<file path="config.mk">
export PLATFORM = sky130hd
export DESIGN_NAME = rtc_bus_arbiter
export DESIGN_NICKNAME = d
export VERILOG_FILES = /design/src/rtl/rtc_bus_arbiter.sv
export SDC_FILE = /design/constraint.sdc
export NUM_CORES = 1
export LEC_CHECK = 0
export BUFFER_PORTS_ARGS = -buffer_cell sky130_fd_sc_hd__clkbuf_2
export CORE_MARGIN = 3
export CORE_UTILIZATION = 45
export DETAILED_ROUTE_END_ITERATION = 16
export PLACE_DENSITY_LB_ADDON = 0.15
export SLEW_MARGIN = 20
export SYNTH_ARGS = -nofsm -noshare
export SYNTH_HDL_FRONTEND = slang
export SYNTH_SLANG_ARGS = --single-unit
</file>
<file path="constraint.sdc">
create_clock -name clk -period 2.21 [get_ports clk]
set_input_delay 0.221 -clock clk [delete_from_list [all_inputs] [get_ports clk]]
set_output_delay 0.221 -clock clk [all_outputs]
set_load 0.05 [all_outputs]
</file>
<file path="src/rtl/rtc_bus_arbiter.sv">
// rtl/rtc_bus_arbiter.sv - arbitrates clear/write/read engines onto a multiplexed RTC address/data bus
// Each grant runs one fixed-timing address phase then one data phase, ending in a gap with the ack.
module rtc_bus_arbiter #(
    parameter int T_PULSE = 2,
    parameter int T_HOLD  = 1,
    parameter int T_GAP   = 1
) (
    input  logic       clk,
    input  logic       rst,
    input  logic       req_clr,
    input  logic       req_wr,
    input  logic       req_rd,
    input  logic [7:0] clr_addr,
    input  logic [7:0] clr_data,
    input  logic [7:0] wr_addr,
    input  logic [7:0] wr_data,
    input  logic [7:0] rd_addr,
    output logic       ack_clr,
    output logic       ack_wr,
    output logic       ack_rd,
    output logic [7:0] rd_data,
    output logic       busy,
    output logic       AD,
    output logic       CS,
    output logic       RD,
    output logic       WR,
    output logic [7:0] bus_out,
    output logic       bus_oe,
    input  logic [7:0] bus_in
);

    // Zero-length phases are promoted to one cycle.
    localparam int P_LEN  = (T_PULSE < 1) ? 1 : T_PULSE;
    localparam int H_LEN  = (T_HOLD  < 1) ? 1 : T_HOLD;
    localparam int G_LEN  = (T_GAP   < 1) ? 1 : T_GAP;
    localparam int MAX_PH = (P_LEN > H_LEN) ? ((P_LEN > G_LEN) ? P_LEN : G_LEN)
                                            : ((H_LEN > G_LEN) ? H_LEN : G_LEN);
    localparam int CW     = (MAX_PH < 2) ? 1 : $clog2(MAX_PH);

    typedef enum logic [2:0] {
        IDLE, A_SETUP, A_STROBE, A_HOLD, D_SETUP, D_STROBE, D_HOLD, GAP
    } state_t;

    typedef enum logic [1:0] {
        OP_CLR, OP_WR, OP_RD
    } op_t;

    state_t        state, state_n;
    op_t           op, op_n;
    logic [CW-1:0] cnt, cnt_n;
    logic [7:0]    addr_q, addr_n;
    logic [7:0]    data_q, data_n;
    logic          last_rd, last_rd_n;
    logic          phase_end;
    logic          is_rd_n;
    int            phase_len;

    always_comb begin
        case (state)
            A_STROBE, D_STROBE: phase_len = P_LEN;
            A_HOLD, D_HOLD:     phase_len = H_LEN;
            GAP:                phase_len = G_LEN;
            default:            phase_len = 1;
        endcase
    end

    assign phase_end = (cnt == CW'(phase_len - 1));
    assign is_rd_n   = (op_n == OP_RD);

    always_comb begin
        state_n   = state;
        cnt_n     = cnt;
        op_n      = op;
        addr_n    = addr_q;
        data_n    = data_q;
        last_rd_n = last_rd;
        if (state == IDLE) begin
            cnt_n = '0;
            // Clear always wins; write and read alternate when both wait.
            if (req_clr) begin
                op_n    = OP_CLR;
                addr_n  = clr_addr;
                data_n  = clr_data;
                state_n = A_SETUP;
            end else if (req_wr && (!req_rd || last_rd)) begin
                op_n      = OP_WR;
                addr_n    = wr_addr;
                data_n    = wr_data;
                last_rd_n = 1'b0;
                state_n   = A_SETUP;
            end else if (req_rd) begin
                op_n      = OP_RD;
                addr_n    = rd_addr;
                last_rd_n = 1'b1;
                state_n   = A_SETUP;
            end
        end else if (phase_end) begin
            cnt_n = '0;
            case (state)
                A_SETUP:  state_n = A_STROBE;
                A_STROBE: state_n = A_HOLD;
                A_HOLD:   state_n = D_SETUP;
                D_SETUP:  state_n = D_STROBE;
                D_STROBE: state_n = D_HOLD;
                D_HOLD:   state_n = GAP;
                default:  state_n = IDLE;
            endcase
        end else begin
            cnt_n = cnt + CW'(1);
        end
    end

    always_ff @(posedge clk) begin
        if (!rst) begin
            state   <= IDLE;
            op      <= OP_CLR;
            cnt     <= '0;
            addr_q  <= 8'h00;
            data_q  <= 8'h00;
            last_rd <= 1'b1;
            busy    <= 1'b0;
            ack_clr <= 1'b0;
            ack_wr  <= 1'b0;
            ack_rd  <= 1'b0;
            rd_data <= 8'h00;
            AD      <= 1'b1;
            CS      <= 1'b1;
            RD      <= 1'b1;
            WR      <= 1'b1;
            bus_oe  <= 1'b0;
            bus_out <= 8'h00;
        end else begin
            state   <= state_n;
            op      <= op_n;
            cnt     <= cnt_n;
            addr_q  <= addr_n;
            data_q  <= data_n;
            last_rd <= last_rd_n;
            busy    <= (state_n != IDLE);
            ack_clr <= (state_n == GAP) && (state != GAP) && (op == OP_CLR);
            ack_wr  <= (state_n == GAP) && (state != GAP) && (op == OP_WR);
            ack_rd  <= (state_n == GAP) && (state != GAP) && (op == OP_RD);
            if (state == D_STROBE && phase_end && op == OP_RD)
                rd_data <= bus_in;
            // Bus controls are decoded from the state being entered so they are registered.
            case (state_n)
                A_SETUP, A_STROBE, A_HOLD: begin
                    AD      <= 1'b0;
                    CS      <= 1'b0;
                    RD      <= 1'b1;
                    WR      <= (state_n != A_STROBE);
                    bus_oe  <= 1'b1;
                    bus_out <= addr_n;
                end
                D_SETUP, D_STROBE, D_HOLD: begin
                    AD     <= 1'b1;
                    CS     <= 1'b0;
                    RD     <= !((state_n == D_STROBE) && is_rd_n);
                    WR     <= !((state_n == D_STROBE) && !is_rd_n);
                    bus_oe <= !is_rd_n;
                    if (!is_rd_n)
                        bus_out <= data_n;
                end
                default: begin
                    AD     <= 1'b1;
                    CS     <= 1'b1;
                    RD     <= 1'b1;
                    WR     <= 1'b1;
                    bus_oe <= 1'b0;
                end
            endcase
        end
    end

endmodule
</file>
==> results of run 1 <==
==> Yosys cell counts (7+ instances only) <==
master,n
sky130_fd_sc_hd__nor2_1,39
sky130_fd_sc_hd__nand2_1,28
sky130_fd_sc_hd__clkbuf_1,10
sky130_fd_sc_hd__a211oi_1,7
sky130_fd_sc_hd__inv_1,8
sky130_fd_sc_hd__o21ai_0,8
sky130_fd_sc_hd__and2_1,7
sky130_fd_sc_hd__a21oi_1,15
sky130_fd_sc_hd__mux2i_1,22
sky130_fd_sc_hd__dfxtp_1,48
==> critical path, cell delays in order, from the launching register on <==
cell and delay (ps):
sky130_fd_sc_hd__dfxtp_4 370, sky130_fd_sc_hd__inv_2 90, sky130_fd_sc_hd__ha_1 190, sky130_fd_sc_hd__nand2b_1 130, sky130_fd_sc_hd__buf_4 170, sky130_fd_sc_hd__o21ai_0 330, sky130_fd_sc_hd__and2_1 260, sky130_fd_sc_hd__a21boi_4 280
sky130_fd_sc_hd__nor3_4 70, sky130_fd_sc_hd__a2111oi_4 290
==> final cells by class <==
cell class | count | area, um^2
clock inverter | 2 | 12.5
clock buffer | 5 | 68.8
sequential | 48 | 968
fill | 450 | 1730
multi-input combinational | 190 | 1290
inverter | 8 | 32.5
timing repair buffer | 109 | 637
tap | 67 | 83.8
==> power by group through the flow <==
stage / logic (W) / clock network, W / registers, W
2_1_floorplan: 0.000548 / 0 / 0.00136
3_3_place_gp: 0.00114 / 0 / 0.00110
3_5_place_dp: 0.00115 / 0 / 0.00110
4_1_cts: 0.00118 / 0.000510 / 0.00108
5_1_grt: 0.00143 / 0.000545 / 0.00110
6_report: 0.00132 / 0.000490 / 0.00109
==> worst max path at each step <==
stage,slack [ps],cells past startpoint,start,end
floorplan,20,10,state[1],bus_out[1]
global placement,20,10,state[1],bus_out[2]
detailed placement,-60,9,state[1],bus_out[0]
CTS,10,9,state[1],busy
global route,-210,9,state[0],bus_out[2]
finish,-80,9,state[0],bus_out[2]
==> what timing repair did <==
| item | CTS | global route |
|---|---|---|
| gates cloned | 0 | 0 |
| resized for setup | 5 | 16 |
| setup buffers | 0 | 8 |
| setup endpoints to repair | 11 | 14 |
| pin swaps | 3 | 7 |
==> flip-flops by register name (all words and copies together), names as in the netlist, 2 cells and up <==
register / cells
bus_out: 8
addr_q: 8
state: 3
data_q: 8
op: 2
rd_data: 8
==> through the flow <==
step                instance area (um^2)  utilization, %  instances
finish                              3090            64.1        429
floorplan                           2290               -        262
detailed placement                  2860            59.4        414
CTS                                 2960            61.4        421
global placement                    2860            59.4        414
global route                        3090            64.1        429
==> cells by family after synthesis <==
logic type | count (synthesis) | synth area share (%)
AO/OA/AOI/OAI | 63 | 20.7
AND/OR/NAND/NOR | 99 | 19.8
XOR/XNOR | 1 | 0.383
adder cells (fa/ha/maj) | 4 | 2.19
multiplexers | 23 | 10.2
buffers and inverters | 24 | 4.70
flip-flops | 48 | 42.0
==> metal layers <==
layer,share of wire (%),vias up
li1,-,1118
met1,43,985
met2,50,62
met3,5.3,8
met4,1.8,0
met5,0,-
==> metrics.md, run 1 <==
| Metric | Value |
|---|---|
| Grt met2 use | around a third |
| Final routed DRC violation total | 0 |
| Dpl ws | -64.2 ps |
| Classification of the worst setup path | reg -> reg |
| Result of the run | finished, violations left |
| Least-Margin Pin Slew | approximately 370 ps |
| Placer congestion estimate | 0.962 |
| Clk Latency, worst-skew pair | 300 ps |
| NetSw | 0.00114 W |
| H-Tree Level Count | 2 |
| CTS tree | built |
| Area contributors post-synth | sky130_fd_sc_hd__dfxtp_1 (42%), sky130_fd_sc_hd__mux2i_1 (9.6%), sky130_fd_sc_hd__nor2_1 (6.4%), sky130_fd_sc_hd__nand2_1 (4.6%), sky130_fd_sc_hd__a21oi_1 (3.3%) |
| Post-route worst hold slack | 155 ps |
| Fraction of final layout cells sized beyond drive strength 1 | a little under two fifths |
| Most area-hungry cell type in the Yosys netlist | sky130_fd_sc_hd__dfxtp_1 |
| Element type at the critical path end | flip-flop |
| Vias/cell | 5.07 |
| Commonest cells after routing, fill and taps aside | sky130_fd_sc_hd__clkbuf_2 (77), sky130_fd_sc_hd__dfxtp_1 (46), sky130_fd_sc_hd__nor2_1 (39), sky130_fd_sc_hd__buf_4 (29), sky130_fd_sc_hd__nand2_1 (27) |
| Comb pwr share | approximately 46% |
| Endpoint of the worst register-to-register path | bus_out[2] |
| Root buffer selected by CTS | sky130_fd_sc_hd__clkbuf_8 |
| Data arrival time of the critical path | about 2500 ps |
| Sort of element at the start of the critical path | flip-flop |
| RSZ-0062 raised after global routing | yes |
| DRT antenna net count | 0 |
| Final setup TNS | -284 ps |
| Proportion of total power due to net switching | 39.3% |
| Internal power summed over all cells | around 0.0018 W |
| EDFF count, synth | 0 |
| Flip-flop and latch count after synthesis | 48 |
| Hold Path Stages | 3 |
| Growth of design area from synthesis to finish | 34.9% |
| Overall die area | approximately 6000 um^2 |
| Num CTS Buffers | 5 |
| Peak VDD IR | ~530 uV |
| Number of antenna diodes | 0 |
| Fin. max-slew vios | 0 |
| End point of the most critical hold path | rd_data[0] |
| Gr usage total | between 10% and 20% |
| Netlist cell types | between 40 and 50 |
| Relative max-transition margin | between 70% and 80% |
| Lkg Pwr | approximately 1.5 nW |
| Launching point of the worst reg2reg path | state[0] |
| Total power draw | 0.00290 W |
| Max Fanout on Critical Path | 4 |
| Proportion of register bits with asynchronous set or reset after synthesis | 0% |
| Clock network fraction of design power | between 10% and 20% |
| Vertical extent of the die | 77.3 um |
| Sequential fraction of the synthesis area | approximately two fifths |
| Maximum clock insertion buffer count | 2 |
| Final HPWL DP | 4410 um |
| Number of global-route vias before repair | approximately 2100 |
| Number of sinks driven by the clock tree | 48 |
| Final setup margin | -75.4 ps |
| Number of antenna violations at the first check in global routing | 0 |
| Slack of the worst reg-to-reg path | -80 ps |
| Fin. Hold Viols | 0 |
| Pwr Density | 940 nW/um^2 |
| Leading cell type in the layout, fill and taps excluded | sky130_fd_sc_hd__clkbuf_2 |
| Setup-failing EPs final | 5 |
| Shortest period the worst path allows | ~2300 ps |
| Fraction of power consumed by sequential logic | a little under two fifths |
| Number of iterations in the first detailed-routing pass | 4 |
| Iteration-0 DRC Markers | 80 |
| Cells after Synth | around 260 |
| R2R depth | 9 |
| Hold buffer count at CTS | 0 |
| GR met1 Demand/Resource | between 20% and 30% |
| Grt total ovfl | 0 |
| Area of the placeable core | about 4800 um^2 |
| Class of the tightest hold or removal check | in -> reg |
| Final layout net count | roughly 420 |
| Share of the cycle needed by the critical path after routing | 103% |
| Number of standard-cell rows in the floorplan | 25 |
| Most used routing layer in global routing | met2 |
| Data required time of the worst path | roughly 2400 ps |
| Clock-pin slew on the worst setup and hold paths | roughly 80 ps |
| Buffers added on ports | 77 |
| Violations in the final reports | negative setup slack |
| Mean cell area of the mapped netlist | 8.74 um^2 |
| Routing usage on met3 | under 10% |
| Largest clock skew in the final design | 8.08 ps |
| Number of warnings printed during yosys synthesis | 0 |
| Initial Util | 47.5% |
| Die extent in x | just under 80 um |
| Global-route wire length before repair | ~9500 um |
| Synthesized netlist net count | approximately 320 |
| Fmax | approximately 440 MHz |
| Share of the synthesized area in the top cell type | 42.0% |
| Vias | 2173 |
| Top-level port count | 78 |
| Aggregate routed wire length | 5870 um |
| Post-detailed-route wirelength per cell | between 10 and 15 um |
| Max-cap violation count | 0 |
| Pin count of the biggest net entering global routing | 30 |
| Netlist Area Pre-Place | about 2300 um^2 |
| Ys flop type | sky130_fd_sc_hd__dfxtp_1 |
| Worst hold path startpoint | bus_in[0] |
Note: power is estimated with default switching activity, not from simulation.
==> inputs of run 2 (changes only) <==
--- a/config.mk
+++ b/config.mk
@@ -7,7 +7,7 @@
 export LEC_CHECK = 0
 export BUFFER_PORTS_ARGS = -buffer_cell sky130_fd_sc_hd__clkbuf_2
 export CORE_MARGIN = 3
-export CORE_UTILIZATION = 45
+export CORE_UTILIZATION = 50
 export DETAILED_ROUTE_END_ITERATION = 16
 export PLACE_DENSITY_LB_ADDON = 0.15
 export SLEW_MARGIN = 20
==> constraint.sdc (replaced) <==
create_clock -name clk -period 2.6 [get_ports clk]
set_input_delay 0.26 -clock clk [delete_from_list [all_inputs] [get_ports clk]]
set_output_delay 0.26 -clock clk [all_outputs]
set_load 0.05 [all_outputs]
==> metrics.md, run 2 (synthesized netlist as in run 1, its figures left out) <==
| Metric | Value |
|---|---|
| Hold Path Stages | 3 (unchanged) |
| Max-cap violation count | 0 (unchanged) |
| Count of fill cells added during filler insertion | 376 (-16%) |
| Global-route wire length before repair | 8870 um (-6.2%) |
| Clk Latency, worst-skew pair | 310 ps (about the same) |
| Num CTS Buffers | 5 (unchanged) |
| Lkg Pwr | 1.38 nW (-7.9%) |
| Setup-failing EPs final | 0 (-5) |
| Share of the cycle needed by the critical path after routing | 91.9% (-11 points) |
| RSZ-0062 raised after global routing | no |
| Classification of the worst setup path | reg -> reg |
| Result of the run | completed |
| Gr usage total | 21.2% (+1.5 points) |
| Shortest period the worst path allows | 2390 ps (+104 ps) |
| Growth of design area from synthesis to finish | 23.2% |
| Final HPWL DP | 4060 um (-8.0%) |
| Area of the placeable core | 4200 um^2 (-13%) |
| Initial Util | 54.5% (+7.0 points) |
| Data required time of the worst path | 2810 ps (+390 ps) |
| Grt total ovfl | 0 (unchanged) |
| Fraction of final layout cells sized beyond drive strength 1 | 32.4% (-5.4 points) |
| Fin. Hold Viols | 0 (unchanged) |
| Number of antenna violations at the first check in global routing | 0 (unchanged) |
| Number of global-route vias before repair | 1998 (-2.6%) |
| Pwr Density | 804 nW/um^2 (-14%) |
| Least-Margin Pin Slew | 618 ps (+247 ps) |
| Vias | 2086 (-4.0%) |
| Leading cell type in the layout, fill and taps excluded | sky130_fd_sc_hd__clkbuf_2 |
| Iteration-0 DRC Markers | 135 (+69%) |
| Peak VDD IR | 479 uV (-10%) |
| Root buffer selected by CTS | sky130_fd_sc_hd__clkbuf_8 |
| Sort of element at the start of the critical path | flip-flop |
| Max Fanout on Critical Path | 6 (+2) |
| Vias/cell | 5.36 (+5.9%) |
| Post-route worst hold slack | 178 ps (+23.2 ps) |
| Final routed DRC violation total | 0 (unchanged) |
| Total setup buffers inserted after CTS | 0 (unchanged) |
| Die extent in x | 73.7 um (-4.7%) |
| Final setup margin | 210 ps (+286 ps) |
| Fmax | 418 MHz (-4.4%) |
| Data arrival time of the critical path | 2600 ps (+110 ps) |
| Overall die area | 5430 um^2 (-9.2%) |
| Number of standard-cell rows in the floorplan | 23 (-8.0%) |
| R2R depth | 9 (unchanged) |
| Vertical extent of the die | 73.7 um (-4.7%) |
| Post-route cell area | 2820 um^2 (-8.7%) |
| Buffers added on ports | 77 (unchanged) |
| CTS tree | built |
| Number of sinks driven by the clock tree | 48 (unchanged) |
| Placer congestion estimate | 0.859 (-11%) |
| Top-level port count | 78 (unchanged) |
| Largest clock skew in the final design | 6.06 ps (-2.02 ps) |
| Element type at the critical path end | flip-flop |
| Maximum clock insertion buffer count | 2 (unchanged) |
| Pin count of the biggest net entering global routing | 30 (unchanged) |
| Class of the tightest hold or removal check | in -> reg |
| Fin. max-slew vios | 0 (unchanged) |
| Relative max-transition margin | 58.7% (-16 points) |
| Post-detailed-route wirelength per cell | 13.6 um (-0.35%) |
| DRT antenna net count | 0 (unchanged) |
| Number of antenna diodes | 0 (unchanged) |
| H-Tree Level Count | 2 (unchanged) |
| Final layout net count | 395 (-5.7%) |
| Post-place instance area | 2720 um^2 (-4.9%) |
| Aggregate routed wire length | 5300 um (-9.6%) |
| Final setup TNS | 0 ps (+284 ps) |
| Dpl ws | 166 ps (+231 ps) |
| Clock-pin slew on the worst setup and hold paths | 90 ps (about the same) |
| Commonest cells after routing, fill and taps aside | sky130_fd_sc_hd__clkbuf_2 (77), sky130_fd_sc_hd__dfxtp_1 (47), sky130_fd_sc_hd__nor2_1 (38), sky130_fd_sc_hd__nand2_1 (28), sky130_fd_sc_hd__mux2i_1 (22) |
| Number of iterations in the first detailed-routing pass | 4 (unchanged) |
==> run 2: final timing paths <==
kind / end / start / slack, ps
worst max-delay path: bus_out[2] / state[0] / 210
worst min-delay path: rd_data[4] / bus_in[4] / 180
worst max register to register: bus_out[2] / state[0] / 210
worst min register to register: data_q[6] / data_q[6] / 490
==> run 2: power by group <==
group,internal (W),switching (W)
sequential,0.000858,0.0000616
combinational,0.000306,0.000609
clock,0.000187,0.000246
total,0.00135,0.000917
==> run 2: critical path, cell delays in order, from the launching register on <==
cell                        delay [ps]
sky130_fd_sc_hd__dfxtp_1           390
sky130_fd_sc_hd__inv_2              90
sky130_fd_sc_hd__ha_1              240
sky130_fd_sc_hd__mux2i_1           160
sky130_fd_sc_hd__xor2_1            270
sky130_fd_sc_hd__mux2i_2           170
sky130_fd_sc_hd__a22oi_2           330
sky130_fd_sc_hd__a21boi_4          140
sky130_fd_sc_hd__and2_1            170
sky130_fd_sc_hd__a2111oi_2         310
==> run 2: metrics by stage <==
| step | utilization [%] | instances | power (W) |
|---|---|---|---|
| CTS | 66.8 | 389 | 0.00228 |
| finish | 67.2 | 389 | 0.00227 |
| floorplan | - | 262 | 0.00162 |
| detailed placement | 64.7 | 381 | 0.00184 |
| global placement | 64.7 | 381 | 0.00183 |
| global route | 67.2 | 389 | 0.00242 |
==> run 2: what timing repair did <==
action / CTS / global route
resized for setup: 0 / 5
setup endpoints to repair: 0 / 11
hold buffers: 0 / 0
endpoints found under the hold margin: 0 / 0
==> run 2: layout make-up <==
cell class                      instances  area [um^2]  area share, %
Sequential cell                        48          962           34.1
Clock buffer                            5         68.8           2.44
Clock inverter                          3         18.8          0.665
Tap cell                               50         62.6           2.22
Multi-Input combinational cell        190         1230           43.7
Inverter                                8         30.0           1.06
Timing Repair Buffer                   85          445           15.8
==> run 2: layer usage <==
metal	wire, um	global-route usage (%)	up-vias	share of wire (%)
met5	0	0	-	0
met2	2690	36.1	53	51
met3	273	5.20	9	5.1
met1	2260	25.7	949	43
li1	-	-	1075	-
met4	82	8.05	0	1.5
